File: config.mk
export PLATFORM = sky130hd
export DESIGN_NAME = axis_serializer
export DESIGN_NICKNAME = d
export VERILOG_FILES = /design/src/rtl/jpeg2k_axis_pkg.sv /design/src/rtl/axis_serializer.sv
export SDC_FILE = /design/constraint.sdc
export NUM_CORES = 1
export LEC_CHECK = 0
export BUFFER_PORTS_ARGS = -buffer_cell sky130_fd_sc_hd__buf_4
export CAP_MARGIN = 20
export CORE_MARGIN = 2
export CORE_UTILIZATION = 40
export CTS_BUF_LIST = sky130_fd_sc_hd__clkbuf_8
export DETAILED_ROUTE_END_ITERATION = 10
export MAX_ROUTING_LAYER = met4
export PLACE_DENSITY_LB_ADDON = 0.1
export SLEW_MARGIN = 5
export SYNTH_ARGS = -nofsm -noshare
export SYNTH_HDL_FRONTEND = slang
export SYNTH_SLANG_ARGS = --single-unit
export TNS_END_PERCENT = 30
File: constraint.sdc
create_clock -name clk_i -period 2.45 [get_ports clk_i]
set_clock_uncertainty 0.05 [all_clocks]
set_input_delay 0.49 -clock clk_i [delete_from_list [all_inputs] [get_ports clk_i]]
set_output_delay 0.49 -clock clk_i [all_outputs]
set_load 0.01 [all_outputs]
File: src/rtl/jpeg2k_axis_pkg.sv
// Shared helpers for the JPEG2000 AXI-Stream width converters.
// Slices of a wide word are numbered from the least-significant end.
package jpeg2k_axis_pkg;

    // Slice 0 occupies bits [DataWidth-1:0] and is emitted first.
    localparam bit AXIS_SLICE_LSB_FIRST = 1'b1;

    function automatic int cnt_width(input int ratio);
        return (ratio <= 2) ? 1 : $clog2(ratio);
    endfunction

endpackage

File: src/rtl/axis_serializer.sv
// Wide-to-narrow AXI-Stream converter: one Ratio*DataWidth word out as Ratio beats, LSB slice first.
// Optional packet-end sideband is enabled with the AXIS_SER_LAST_EN macro.
module axis_serializer
    import jpeg2k_axis_pkg::*;
#(
    parameter int DataWidth = 16,
    parameter int Ratio     = 4
) (
    input  logic                       clk_i,
    input  logic                       rst_i,
    input  logic [Ratio*DataWidth-1:0] s_data_i,
    input  logic                       s_valid_i,
    output logic                       s_ready_o,
`ifdef AXIS_SER_LAST_EN
    input  logic                       s_last_i,
    output logic                       m_last_o,
`endif
    input  logic                       m_ready_i,
    output logic                       m_valid_o,
    output logic [DataWidth-1:0]       m_data_o
);

    localparam int            CW       = cnt_width(Ratio);
    localparam logic [CW-1:0] LAST_CNT = CW'(Ratio - 1);

    logic [Ratio*DataWidth-1:0] word_q, word_d;
    logic                       valid_q, valid_d;
    logic [CW-1:0]              cnt_q, cnt_d;
    logic                       final_beat;
    logic                       in_xfer;
    logic                       out_xfer;

    assign final_beat = (cnt_q == LAST_CNT);
    // A new word may only land as the final beat of the current one leaves.
    assign s_ready_o  = !valid_q | (m_ready_i & final_beat);
    assign m_valid_o  = valid_q;
    assign in_xfer    = s_valid_i & s_ready_o;
    assign out_xfer   = valid_q & m_ready_i;

    always_comb begin
        word_d  = word_q;
        valid_d = valid_q;
        cnt_d   = cnt_q;
        if (out_xfer) begin
            if (!final_beat) begin
                cnt_d = cnt_q + CW'(1);
            end else begin
                valid_d = 1'b0;
                cnt_d   = '0;
            end
        end
        if (in_xfer) begin
            word_d  = s_data_i;
            valid_d = 1'b1;
            cnt_d   = '0;
        end
    end

    always_ff @(posedge clk_i or posedge rst_i) begin
        if (rst_i) begin
            word_q  <= '0;
            valid_q <= 1'b0;
            cnt_q   <= '0;
        end else begin
            word_q  <= word_d;
            valid_q <= valid_d;
            cnt_q   <= cnt_d;
        end
    end

    always_comb begin
        m_data_o = '0;
        for (int k = 0; k < Ratio; k++) begin
            if (cnt_q == CW'(k)) m_data_o = word_q[k*DataWidth +: DataWidth];
        end
    end

`ifdef AXIS_SER_LAST_EN
    logic last_q, last_d;

    always_comb begin
        last_d = last_q;
        if (in_xfer) last_d = s_last_i;
    end

    always_ff @(posedge clk_i or posedge rst_i) begin
        if (rst_i) last_q <= 1'b0;
        else       last_q <= last_d;
    end

    assign m_last_o = last_q & final_beat;
`endif

endmodule

==> results of run 1 <==
-- cells in the final DEF, fill, tap and decap left out, types with 2 or more instances in the layout --
cell,synthesis,routed
buf_4,0,92
dfrtp_1,67,65
mux2_4,60,60
nand2_1,17,17
nand3b_1,16,16
a31oi_1,16,14
clkbuf_8,0,11
o22ai_1,9,9
or3b_2,4,4
o21ai_1,1,4
mux2_2,4,4
inv_1,4,3
o21ai_2,0,3
or3b_1,3,3
inv_2,0,2
a31oi_2,0,2
nand2b_1,3,2
ha_1,4,2
ha_4,0,2
clkinv_2,0,2
clkinvlp_4,0,2
dfrtp_2,0,2
buf_12,0,2
-- power groups by stage --
stage          Sequential (mW)  Combinational, mW  Clock (mW)
2_1_floorplan             1.89               1.86           0
3_3_place_gp              2.04               2.64           0
3_5_place_dp              2.01               2.68           0
4_1_cts                   2.01               2.69       0.855
5_1_grt                   2.11               2.97       0.908
6_report                  2.04               2.75       0.833
-- synthesized netlist by cell type (all sizes together) (3+ instances only) --
library cell,count,area (um2)
o21ai,7,35.0
mux2,64,946
or3b,7,61.3
clkbuf,6,22.5
a31oi,16,100
buf,9,82.6
nand3b,16,120
nand2b,3,18.8
o22ai,9,56.3
inv,4,15.0
dfrtp,67,1680
ha,4,50.1
nand2,18,75.1
-- metal layers --
metal / share of wire (%) / routed length (um) / vias up
li1: - / - / 1040
met1: 53 / 3840 / 1029
met2: 42 / 2980 / 52
met3: 3.7 / 268 / 9
met4: 1.3 / 93 / 0
met5: 0 / 0 / -
-- registers in the layout (all words and copies together) (netlist names) --
register   cells
cnt_q          2
m_valid_o      1
word_q        64
-- through the flow --
| step | instances | worst slack (ns) |
|---|---|---|
| floorplan | 236 | 0.227 |
| global placement | 419 | 0.221 |
| detailed placement | 419 | 0.187 |
| CTS | 435 | -0.0772 |
| global route | 437 | -0.0116 |
| finish | 437 | 0.0344 |
-- worst max-delay path, cell delays in order, from the launching register on --
cell	delay (ns)
dfrtp_2	0.45
inv_2	0.09
ha_4	0.16
or3b_2	0.44
o21ai_1	0.16
a31oi_1	0.08
buf_4	0.16
-- cell families after synthesis --
group / count (synthesis)
fa+ha+maj: 4
mux: 64
buf+inv: 19
flops: 67
compound gates: 36
simple gates: 46
-- worst max-delay path by stage --
stage                        start           end  slack (ns)  cells past startpoint
after global routing      cnt_q[0]   m_data_o[0]       -0.01                      7
after detailed placement  cnt_q[0]  m_data_o[15]        0.19                      5
after global placement    cnt_q[0]  m_data_o[15]        0.22                      5
final                     cnt_q[0]   m_data_o[2]        0.03                      6
after floorplan              rst_i      cnt_q[0]        0.23                      1
after CTS                 cnt_q[0]  m_data_o[15]       -0.08                      5
-- timing repair --
item / 4_1_cts / 5_1_grt
hold buffers: 0 / 0
endpoints found under the setup margin: 15 / 16
cloned: 0 / 0
pin swaps: 0 / 1
resized for setup: 3 / 17
buffers inserted: 0 / 2
-- cell type report --
cell class / count / area share [%]
clock buffer: 11 / 3.52
inverter: 4 / 0.349
clock inverter: 5 / 0.668
sequential: 67 / 39.0
multi-input combinational: 150 / 36.2
tap: 105 / 3.05
timing repair buffer: 95 / 17.2
==> flow_summary.json, run 1 <==
{
  "status": "finished clean",
  "grt-ovfl-total": 0,
  "nFillCells": 759,
  "period_needed_ns": 2.42,
  "power.total_mw": 5.62,
  "finalNetCount": 399,
  "pwr-share-comb_pct": 48.9,
  "p_switching_mw": 1.89,
  "die_w_um": 94.9,
  "timing.rr.start": "cnt_q[1]",
  "drt_drc_violations_left": 0,
  "met3_usage_pct": 3.11,
  "routed_via_density": 4.87,
  "wirelength_um": 7180,
  "wl_per_cell_um": 16.4,
  "hpwlAfterDp_um": 5080,
  "grt_util_met2_pct": 20.8,
  "fp.dieH_um": 94.9,
  "fin_setup_tns_ns": 0,
  "drive_gt1_share_pct": 58.1,
  "diodes": 0,
  "multi_input_area_mm2": 0.00156,
  "yosysWarnings": 0,
  "grt_busiest_layer": "met1",
  "port_buffers": 85,
  "regArea_mm2": 0.00168,
  "maxCapViolCount": 0,
  "synth_area_per_cell_um2": 14.0,
  "initial_core_util_pct": 40.8,
  "synthMuxAreaShare_pct": 28.6,
  "synth_edf_count": 0,
  "p_int_mw": 3.73,
  "grt_pass1_vias": 2090,
  "grt_start_max_net_pins": 45,
  "synth-adder-area-share_pct": 1.52,
  "yosys_most_used_dff": "dfrtp_1",
  "worstMarginPinSlew_ns": 0.378,
  "grt_antenna_before_repair": 0,
  "ys_types": 24,
  "synthCells": 236,
  "cp-end-kind": "output pin",
  "switching_share_pct": 33.6,
  "crit_type": "register to output pin",
  "htreeDepth": 3,
  "drtIter0Drc": 83,
  "ir_worst_vdd_mv": 0.594,
  "clkSinkCount": 67,
  "fin_hold_ws_ns": 0.0800,
  "syn_nets": 308,
  "ys_ff_latch": 67,
  "power.share.sequential_pct": 36.2,
  "root_buffer": "clkbuf_8",
  "timing.slew.headroom_pct": 74.7,
  "cts_inserted_buffers": 9,
  "core_area_mm2": 0.00809,
  "synth_xor_area_share_pct": 0,
  "start_kind": "register",
  "grt_pass1_wl_um": 11300,
  "critical_path_arrival_ns": 1.88,
  "num_rows": 33,
  "crit_fanout": 7,
  "io_pins": 86,
  "power_density_mw_per_mm2": 1310,
  "grt_use_met1_pct": 28.1,
  "maxSlewViolCount": 0,
  "pwr-share-clk_pct": 14.8,
  "synth_top_family_by_area": "multiplexers",
  "rr_worst_depth": 5,
  "setup_viol": 0,
  "syn_to_final_growth_pct": 30.3,
  "clkLatencyLatePin_ns": 0.34,
  "r2r_slack_ns": 0.57,
  "hold_path.class": "input pin to async pin",
  "cts_buffer_depth": 2,
  "p_leak_nw": 2.14,
  "placed_area_mm2": 0.00405,
  "cts_tree": "yes",
  "ys_seq_area_share_pct": 50.8,
  "grt_use_total_pct": 17.4,
  "vias": 2130,
  "drtAntennaViolNets": 0,
  "cp.required_ns": 1.91,
  "worstReg2RegEnd": "word_q[1]",
  "synth-simple-area-share_pct": 8.67,
  "hold_viol": 0,
  "max_freq_mhz": 414,
  "cts.reportedPaths.clkPinSlew_ns": 0.07,
  "first_pass_iters": 4,
  "async_reset_ff_share_pct": 100,
  "fp.dieArea_mm2": 0.00900,
  "timing.final.crit_share_pct": 98.6,
  "synth-compound-area-share_pct": 6.78,
  "syn_area_mm2": 0.00330,
  "final_util_pct": 53.2,
  "place_congestion": 0.813,
  "rsz0062_at_grt": "true",
  "fin_area_mm2": 0.00431
}
Note: power is estimated with default switching activity, not from simulation.
==> run 2: changes to the inputs <==
--- a/config.mk
+++ b/config.mk
@@ -13,6 +13,7 @@
 export DETAILED_ROUTE_END_ITERATION = 10
 export MAX_ROUTING_LAYER = met4
 export PLACE_DENSITY_LB_ADDON = 0.1
+export RECOVER_POWER = 100
 export SLEW_MARGIN = 5
 export SYNTH_ARGS = -nofsm -noshare
 export SYNTH_HDL_FRONTEND = slang
==> flow_summary.json, run 2 (same netlist as run 1, synthesis figures left out) <==
{
  "status": "finished clean",
  "grt_pass1_wl_um": 11300,
  "first_pass_iters": 4,
  "timing.slew.headroom_pct": 11.3,
  "cp-end-kind": "output pin",
  "max_freq_mhz": 418,
  "finalNonFillerCells": 437,
  "crit_fanout": 7,
  "worstMarginPinSlew_ns": 1.33,
  "cts_buffer_depth": 2,
  "drtAntennaViolNets": 0,
  "start_kind": "register",
  "placed_area_mm2": 0.00405,
  "io_pins": 86,
  "final_util_pct": 53.1,
  "top_register": "word_q",
  "hold_path.class": "input pin to async pin",
  "power_density_mw_per_mm2": 1310,
  "period_needed_ns": 2.39,
  "drt_drc_violations_left": 0,
  "grt_start_max_net_pins": 45,
  "final_cell_mix": "buf_4, dfrtp_1, mux2_4",
  "clkLatencyLatePin_ns": 0.34,
  "diodes": 0,
  "core_area_mm2": 0.00809,
  "crit_path_top_delay_cell": "dfrtp_2",
  "root_buffer": "clkbuf_8",
  "cp_cell_sequence": "inv_2 -> ha_4 -> or3b_2 -> o21ai_1 -> a31oi_1 -> buf_4",
  "vias": 2132,
  "fp.dieH_um": 94.9,
  "cts_inserted_buffers": 9,
  "hpwlAfterDp_um": 5080,
  "grt_util_met2_pct": 20.8,
  "dp.cells": 419,
  "grt_use_total_pct": 17.4,
  "maxCapViolCount": 0,
  "finalNetCount": 399,
  "timing.final.crit_share_pct": 97.6,
  "wirelength_um": 7170,
  "crit_type": "register to output pin",
  "initial_core_util_pct": 40.8,
  "grt_busiest_layer": "met1",
  "ir_worst_vdd_mv": 0.596,
  "maxSlewViolCount": 0,
  "clkSinkCount": 67,
  "largest_reg_flops": 64,
  "fin_setup_tns_ns": 0,
  "port_buffers": 85,
  "syn_to_final_growth_pct": 30.0,
  "p_leak_nw": 2.14,
  "cts_tree": "yes",
  "drive_gt1_share_pct": 57.2,
  "htreeDepth": 3,
  "setup_viol": 0,
  "grt_pass1_vias": 2090,
  "cts.reportedPaths.clkPinSlew_ns": 0.07,
  "drtIter0Drc": 79,
  "max_stage_delay_ns": 0.45,
  "grt-ovfl-total": 0,
  "final_common_cell": "buf_4",
  "fp.dieArea_mm2": 0.00900,
  "met3_usage_pct": 3.11,
  "cts_hold_buf": 0,
  "fin_area_mm2": 0.00429,
  "num_rows": 33,
  "place_congestion": 0.813,
  "hold_viol": 0,
  "die_w_um": 94.9,
  "wl_per_cell_um": 16.4,
  "grt_antenna_before_repair": 0,
  "rsz0062_at_grt": "true",
  "critical_path_arrival_ns": 1.85,
  "routed_via_density": 4.88,
  "cp.required_ns": 1.91,
  "grt_use_met1_pct": 28.1
}
## run 2: critical path, delay by kind of cell (launching register included)
| kind | cells | cell delay [ns] |
|---|---|---|
| AOI/OAI and AO/OA | 2 | 0.21 |
| adders and majority gates | 1 | 0.16 |
| buffers and inverters | 2 | 0.25 |
| DFF | 1 | 0.45 |
| and+or+nand+nor | 1 | 0.44 |
## run 2: per-layer routing
| metal | routed length (um) | part of all wire, % | up-vias |
|---|---|---|---|
| met3 | 293 | 4.1 | 9 |
| met4 | 93 | 1.3 | 0 |
| met2 | 2970 | 41 | 57 |
| met1 | 3810 | 53 | 1027 |
| met5 | 0 | 0 | - |
| li1 | - | - | 1039 |
## run 2: through the flow
step	hold slack (ns)	worst slack, ns	total power [mW]
floorplan	0.423	0.227	3.75
finish	0.179	0.0581	5.61
CTS	0.0792	-0.0772	5.56
detailed placement	0.445	0.187	4.69
global route	0.237	-0.0116	5.98
global placement	0.444	0.221	4.67
## run 2: final cells by class
class,count,area (um2)
Timing Repair Buffer,95,731
Clock buffer,11,151
Multi-Input combinational cell,150,1560
Tap cell,105,131
Clock inverter,5,28.8
Sequential cell,67,1680
Fill cell,762,3800
Inverter,4,15.0
## run 2: path summary, 6_finish.rpt
| check | from | depth (start not counted) | to | slack (ns) |
|---|---|---|---|---|
| max reg2reg | cnt_q[1] | 5 | word_q[1] | 0.57 |
| max | cnt_q[0] | 6 | m_data_o[2] | 0.06 |
| max in group asynchronous | rst_i | 3 | word_q[13] | 0.48 |
| min in group clk_i | s_data_i[17] | 2 | word_q[17] | 0.32 |
| min reg2reg | word_q[26] | 1 | word_q[26] | 0.46 |
| min | rst_i | 2 | word_q[40] | 0.18 |
## run 2: report_power, final
group	switching [mW]	leakage (nW)	internal [mW]
sequential	0.368	0.799	1.67
clock	0.419	0.0925	0.415
combinational	1.10	1.25	1.65
## run 2: repair_timing
| item | 4_1_cts | 5_1_grt |
|---|---|---|
| cloned | 0 | 0 |
| pin swaps | 0 | 1 |
| gates resized for setup | 3 | 17 |
| buffers inserted | 0 | 2 |
| setup endpoints to repair | 15 | 16 |
